<file path="src/rtl/imm_build_seq.sv">
// imm_build_seq: assembles a 64-bit constant from 1..4 16-bit immediate chunks.
// The first chunk is sign-extended; later chunks shift in from the right.
// The finished constant is offered on a valid/ready output port.
module imm_build_seq #(
  parameter int unsigned CHUNK_W = 16,
  parameter int unsigned DATA_W  = 64,
  parameter int unsigned CNT_W   = 2
) (
  input  logic               clk,
  input  logic               rst_n,
  input  logic               start,
  input  logic [CNT_W-1:0]   n_chunks,
  output logic               start_ready,
  input  logic               in_valid,
  input  logic [CHUNK_W-1:0] in_chunk,
  output logic               in_ready,
  output logic               out_valid,
  output logic [DATA_W-1:0]  out_data,
  input  logic               out_ready,
  input  logic               flush,
  output logic               busy
);

  // One extra bit so n_chunks+1 (up to 4) fits without wrapping.
  localparam int unsigned RemW = CNT_W + 1;

  typedef enum logic [1:0] {StIdle, StCollect, StOut} state_e;

  state_e              state_q, state_d;
  logic [DATA_W-1:0]   acc_q, acc_d;
  logic [RemW-1:0]     remaining_q, remaining_d;
  logic                first_q, first_d;

  logic [DATA_W-1:0]   chunk_sext;
  logic [DATA_W-1:0]   chunk_shift;

  assign chunk_sext  = {{(DATA_W-CHUNK_W){in_chunk[CHUNK_W-1]}}, in_chunk};
  assign chunk_shift = {acc_q[DATA_W-CHUNK_W-1:0], in_chunk};

  // State register, accumulator and chunk counter.
  always_ff @(posedge clk or negedge rst_n) begin
    if (!rst_n) begin
      state_q     <= StIdle;
      acc_q       <= '0;
      remaining_q <= '0;
      first_q     <= 1'b1;
    end else begin
      state_q     <= state_d;
      acc_q       <= acc_d;
      remaining_q <= remaining_d;
      first_q     <= first_d;
    end
  end

  // Next-state logic; flush overrides every other event.
  always_comb begin
    state_d     = state_q;
    acc_d       = acc_q;
    remaining_d = remaining_q;
    first_d     = first_q;
    if (flush) begin
      state_d     = StIdle;
      acc_d       = '0;
      remaining_d = '0;
      first_d     = 1'b1;
    end else begin
      unique case (state_q)
        StIdle: begin
          if (start) begin
            state_d     = StCollect;
            remaining_d = RemW'(n_chunks) + RemW'(1);
            first_d     = 1'b1;
          end
        end
        StCollect: begin
          if (in_valid) begin
            acc_d   = first_q ? chunk_sext : chunk_shift;
            first_d = 1'b0;
            if (remaining_q != '0) begin
              remaining_d = remaining_q - RemW'(1);
            end
            if (remaining_q == RemW'(1)) begin
              state_d = StOut;
            end
          end
        end
        StOut: begin
          if (out_ready) begin
            state_d = StIdle;
          end
        end
        default: begin
          state_d = StIdle;
        end
      endcase
    end
  end

  // Moore outputs decoded from the registered state.
  always_comb begin
    busy        = (state_q != StIdle);
    start_ready = ~busy;
    in_ready    = (state_q == StCollect);
    out_valid   = (state_q == StOut);
    out_data    = acc_q;
  end

endmodule

</file>
<file path="config.mk">
export PLATFORM = sky130hd
export DESIGN_NAME = imm_build_seq
export DESIGN_NICKNAME = d
export VERILOG_FILES = /design/src/rtl/imm_build_seq.sv
export SDC_FILE = /design/constraint.sdc
export NUM_CORES = 1
export LEC_CHECK = 0
export CAP_MARGIN = 20
export CORE_MARGIN = 4
export CORE_UTILIZATION = 50
export CTS_CLUSTER_SIZE = 40
export DETAILED_ROUTE_END_ITERATION = 16
export PLACE_DENSITY = 0.82
export SETUP_SLACK_MARGIN = 0.02
export SYNTH_ARGS = -nofsm -noshare
export SYNTH_HDL_FRONTEND = slang
export SYNTH_SLANG_ARGS = --single-unit
</file>
<file path="constraint.sdc">
create_clock -name clk -period 4.2 [get_ports clk]
set_input_delay 0.63 -clock clk [delete_from_list [all_inputs] [get_ports clk]]
set_output_delay 0.63 -clock clk [all_outputs]
set_load 0.02 [all_outputs]
</file>
==> flow_metrics.py, run 1 <==
metrics = {
    "setup_path": {
        "worstSetupStartpoint": "state_q[1]",
        "critPathSlowestCell": "clkdlybuf4s50_1",
        "path_cells": "and2b_1, clkdlybuf4s50_1",
        "crit_path_start_kind": "register",
        "cpPeakStageDelay_ns": 0.68,
        "rr_startpoint": "state_q[0]",
        "crit_required_ns": 3.57,
        "cp_max_fo": 9,
        "crit_type": "register to output pin",
        "reg2reg_to": "out_data[31]",
        "worstPathArrival_ns": 1.92,
        "r2r_cells": 5,
        "end_kind": "output pin",
        "rrSetupSlack_ns": 2.31,
    },
    "detailed_routing": {
        "first_pass_iters": 4,
        "drtIter0Drc": 222,
        "drt_wl_total_microns": 7150,
        "ant_nets": 0,
        "drc": 0,
        "drt-vias-per-instance": 5.39,
        "wl_per_cell_microns": 15.4,
        "num_vias": 2503,
    },
    "sta": {
        "rsz0062_at_grt": "no",
        "fmaxAchievable_mhz": 392,
        "timing.final.crit_share_pct": 60.8,
        "finalSetupViolCount": 0,
        "fin_crit_ns": 2.55,
        "slew_viol_final": 0,
        "finalHoldViolCount": 0,
        "slew_headroom_pct": 52.6,
        "skew_ns": 0.00924,
        "final.setup.tns_ns": 0,
        "worst_slew_pin_slew_ns": 0.712,
    },
    "floorplanning": {
        "die_width_microns": 85.8,
        "dieHeight_microns": 85.8,
        "rows": 28,
        "die_area_sq_um": 7370,
        "io_pins": 92,
        "core_area_sq_um": 5890,
        "initial_core_util_pct": 51.4,
    },
    "hold_path": {
        "hp-class": "input port to async pin",
    },
    "flow_run": {
        "maxCapViolCount": 0,
    },
    "clock_tree": {
        "insertion_delay_ns": 0.34,
        "path_clk_slew_ns": 0.08,
        "cts_htree_levels": 3,
        "cts_made_buffers": 9,
        "cts_setup_buffers": 0,
        "cts_root_buffer": "clkbuf_8",
        "tritoncts": "done",
        "cts-resized-gates": 0,
        "cts_sinks": 70,
        "clk_path_buf_depth": 2,
        "hold_buffers": 0,
    },
    "synthesis": {
        "synthTopCellsByArea": "dfrtp_1 57%, a21oi_1 8.3%, o21ai_0 7.1%",
        "yosysTopAreaCell": "dfrtp_1",
        "syn_area_per_cell_sq_um": 9.99,
        "synth-seq-cells": 70,
        "synth_top_area_share_pct": 57.0,
        "synth_fp_nets": 331,
        "synthDistinctLibCells": 31,
        "yosys_warnings": 0,
        "syn-instance-count": 303,
        "syn_area_sq_um": 3030,
        "ys_seq_area_share_pct": 57.9,
    },
    "final_layout": {
        "drive_above_1_share_pct": 9.25,
        "nFillCells": 473,
        "multi_input_area_sq_um": 1120,
        "postLayoutCellArea_sq_um": 4120,
        "final_cell_mix": "90 x clkdlybuf4s50_1, 69 x dfrtp_1, 50 x a21oi_1, 50 x nand2_1, 43 x o21ai_0",
        "diodes": 0,
        "nNetsFinal": 412,
        "seq_area_sq_um": 1750,
        "layout_commonest_cell": "clkdlybuf4s50_1",
        "area_growth_pct": 36.0,
    },
    "placement": {
        "port_buffers": 91,
        "routabilityCongestion": 0.742,
        "dp_hpwl_microns": 4910,
        "place_area_sq_um": 3930,
    },
    "global_routing": {
        "grt_antenna_before_repair": 0,
        "track_usage_pct": 20.3,
        "grt_pass1_vias": 2370,
        "overflow": 0,
        "grt_max_degree": 65,
        "grt_pass1_wl_microns": 11800,
    },
    "power_and_ir_drop": {
        "total_power_uw": 1520,
        "vdd.ir_drop.worst_uv": 189,
        "p_leak_uw": 0.00178,
        "power_density_nw_per_um2": 370,
    },
    "outcome": {
        "status": "complete, no violations",
    },
}
[cell type report]
type | count | share of cell area (%)
sequential | 70 | 42.6
multi-input combinational | 201 | 27.2
timing repair buffer | 95 | 22.7
clock buffer | 9 | 3.01
tap | 75 | 2.28
clock inverter | 7 | 1.58
inverter | 7 | 0.638
[worst max-delay path: cells and delay by family (launching register included)]
family | cells | cell delay (ns)
flip-flops | 1 | 0.45
AND/OR/NAND/NOR | 1 | 0.45
buffers and inverters | 1 | 0.68
[cells by family (layout without fill, tap and decap cells)]
logic type	Yosys count	after routing	synth area share, %
XOR/XNOR	1	1	0.289
adder cells (fa/ha/maj)	4	4	1.65
AND/OR/NAND/NOR	72	72	10.2
multiplexers	1	1	0.454
buffers and inverters	32	118	5.12
AO/OA/AOI/OAI	123	123	24.3
flip-flops	70	70	57.9
[sequential cells by signal, summed over array words and instances, names as in the netlist]
register     count
first_q          1
state_q          2
remaining_q      3
out_data        64
[cell usage after synthesis]
master / instances
dfstp_2: 1
nor2_2: 1
nor3b_1: 1
a21oi_1: 50
a2111oi_0: 1
clkbuf_1: 14
nand2_1: 50
ha_1: 4
nor2_1: 9
nand3b_1: 3
buf_6: 3
a21oi_4: 1
or2_4: 1
a22o_1: 16
buf_4: 1
a22oi_1: 1
and2_1: 1
xnor2_1: 1
and2b_1: 1
inv_1: 7
nand2_2: 1
a2111o_1: 1
nand3_1: 2
or3_1: 1
dfrtp_1: 69
or4_1: 1
buf_2: 7
o21ai_2: 9
o31a_1: 1
o21ai_0: 43
mux2i_2: 1
[metrics by stage]
stage / setup slack, ns / hold slack [ns] / utilization (%) / std cells
after global placement: 1.89 / 0.462 / 66.8 / 448
final: 1.65 / 0.339 / 70.0 / 464
after floorplan: 2.55 / 0.334 / - / 303
after CTS: 1.63 / 0.355 / 70.0 / 464
after detailed placement: 1.81 / 0.466 / 66.8 / 448
after global routing: 1.52 / 0.391 / 70.0 / 464
[per-layer routing]
layer	global-route usage, %	share of wire [%]	vias up
li1	-	-	1221
met1	28.3	45	1187
met2	31.6	48	84
met3	5.19	5.2	11
met4	6.04	1.3	0
met5	0	0	-
[where the power goes]
| part | internal, uW | switching (uW) | total, uW |
|---|---|---|---|
| combinational | 114 | 148 | 261 |
| sequential | 708 | 31.2 | 740 |
| clock | 270 | 252 | 521 |
| total | 1090 | 431 | 1520 |
[worst max path at each step]
stage                   endpoint  cells past startpoint
floorplan                   busy                      3
global placement    out_data[12]                      4
detailed placement  out_data[31]                      5
CTS                     in_ready                      2
global route            in_ready                      2
finish                  in_ready                      2
Power figures use the tool's default switching activity.
==> run 2, diff against run 1 <==
--- a/config.mk
+++ b/config.mk
@@ -7,10 +7,10 @@
 export LEC_CHECK = 0
 export CAP_MARGIN = 20
 export CORE_MARGIN = 4
-export CORE_UTILIZATION = 50
+export CORE_UTILIZATION = 42
 export CTS_CLUSTER_SIZE = 40
 export DETAILED_ROUTE_END_ITERATION = 16
-export PLACE_DENSITY = 0.82
+export PLACE_DENSITY = 0.73
 export SETUP_SLACK_MARGIN = 0.02
 export SYNTH_ARGS = -nofsm -noshare
 export SYNTH_HDL_FRONTEND = slang
==> constraint.sdc (replaced) <==
create_clock -name clk -period 2.1 [get_ports clk]
set_input_delay 0.315 -clock clk [delete_from_list [all_inputs] [get_ports clk]]
set_output_delay 0.315 -clock clk [all_outputs]
set_load 0.02 [all_outputs]
==> flow_metrics.py, run 2 (synthesized netlist as in run 1, its figures left out) <==
metrics = {
    "outcome": {
        "status": "complete, no violations",
    },
    "global_routing": {
        "grt_antenna_before_repair": 0,
        "grt_pass1_wl_microns": 12100,
        "grt_max_degree": 71,
        "grt_pass1_vias": 2468,
        "track_usage_pct": 17.7,
        "overflow": 0,
    },
    "sta": {
        "timing.final.ws_setup_ns": 0.165,
        "finalHoldViolCount": 0,
        "fin_crit_ns": 1.94,
        "fmaxAchievable_mhz": 517,
        "worst_slew_pin_slew_ns": 0.864,
        "timing.final.crit_share_pct": 92.2,
        "final.setup.tns_ns": 0,
        "skew_ns": 0.0124,
        "slew_viol_final": 0,
        "whs_ns": 0.0894,
        "finalSetupViolCount": 0,
        "rsz0062_at_grt": "no",
        "slew_headroom_pct": 42.4,
    },
    "setup_path": {
        "crit_path_start_kind": "register",
        "rrSetupSlack_ns": 0.36,
        "crit_type": "register to output pin",
        "worstPathArrival_ns": 1.62,
        "cp_max_fo": 8,
        "end_kind": "output pin",
        "crit_required_ns": 1.78,
        "r2r_cells": 3,
        "rr_startpoint": "state_q[0]",
        "reg2reg_to": "state_q[0]",
    },
    "placement": {
        "dp_slack_ns": 0.105,
        "routabilityCongestion": 0.903,
        "dpl.cell_count": 471,
        "dp_hpwl_microns": 4900,
        "port_buffers": 91,
    },
    "clock_tree": {
        "tritoncts": "done",
        "hold_buffers": 0,
        "insertion_delay_ns": 0.34,
        "cts_sinks": 70,
        "clk_path_buf_depth": 2,
        "path_clk_slew_ns": 0.08,
        "cts_made_buffers": 9,
        "cts_htree_levels": 3,
        "cts_root_buffer": "clkbuf_8",
    },
    "detailed_routing": {
        "first_pass_iters": 4,
        "wl_per_cell_microns": 15.0,
        "ant_nets": 0,
        "drt-vias-per-instance": 5.07,
        "num_vias": 2468,
        "drtIter0Drc": 239,
        "drc": 0,
        "drt_wl_total_microns": 7320,
    },
    "final_layout": {
        "nNetsFinal": 414,
        "drive_above_1_share_pct": 10.2,
        "multi_input_area_sq_um": 1120,
        "diodes": 0,
        "utilization_pct": 60.7,
        "seq_area_sq_um": 1750,
        "largest_reg_flops": 64,
        "nFillCells": 599,
        "area_growth_pct": 38.6,
        "final_cells": 487,
        "final_cell_mix": "89 x clkdlybuf4s50_1, 69 x dfrtp_1, 50 x a21oi_1, 50 x nand2_1, 43 x o21ai_0",
        "layout_commonest_cell": "clkdlybuf4s50_1",
    },
    "floorplanning": {
        "io_pins": 92,
        "rows": 30,
        "die_area_sq_um": 8630,
        "dieHeight_microns": 92.9,
        "die_width_microns": 92.9,
        "core_area_sq_um": 6910,
        "initial_core_util_pct": 43.8,
    },
    "power_and_ir_drop": {
        "power_density_nw_per_um2": 717,
        "p_leak_uw": 0.00181,
        "vdd.ir_drop.worst_uv": 432,
    },
    "flow_run": {
        "maxCapViolCount": 0,
    },
    "hold_path": {
        "hp-class": "input port to async pin",
    },
}
run 2: per-layer routing:
layer  part of all wire [%]  routed length, microns  GRT usage (%)
met3                    5.1                     370           4.31
met5                      0                       0              0
met4                    1.1                      78           7.08
met2                     46                    3400           26.5
met1                     47                    3470           24.6
run 2: final cells by class:
cell class | instances | share of cell area [%]
sequential | 70 | 41.8
multi-input combinational | 201 | 26.8
timing repair buffer | 97 | 23.6
clock buffer | 10 | 3.28
tap | 96 | 2.86
clock inverter | 6 | 1.10
inverter | 7 | 0.626
run 2: metrics by stage:
stage	total power (uW)	instance area, sq um
2_1_floorplan	1790	3030
3_3_place_gp	2040	4010
3_5_place_dp	2050	4010
4_1_cts	3030	4200
5_1_grt	3160	4200
6_report	3010	4200
run 2: worst max path at each step:
stage	from	endpoint	slack, ns	cells after the start
3_3_place_gp	state_q[1]	in_ready	0.31	2
5_1_grt	state_q[1]	out_valid	0.09	3
2_1_floorplan	state_q[1]	out_data[54]	0.59	7
6_report	state_q[0]	start_ready	0.16	2
3_5_place_dp	in_valid	state_q[0]	0.11	4
4_1_cts	state_q[0]	start_ready	0.14	2
run 2: critical path, stage by stage, from the launching register on:
cell	delay, ns
dfrtp_1	0.47
nor2_1	0.19
clkdlybuf4s50_1	0.62
run 2: power breakdown:
part           leakage [uW]  internal [uW]  switching (uW)
registers          0.000955           1420            60.3
clock network     0.0000889            466             520
logic              0.000763            240             304
total               0.00181           2120             885
run 2: timing repair:
item                                    in CTS  in global routing
endpoints found under the setup margin       1                  0
endpoints found under the hold margin        0                  0
resized for setup                            2                  0
setup buffers                                0                  0
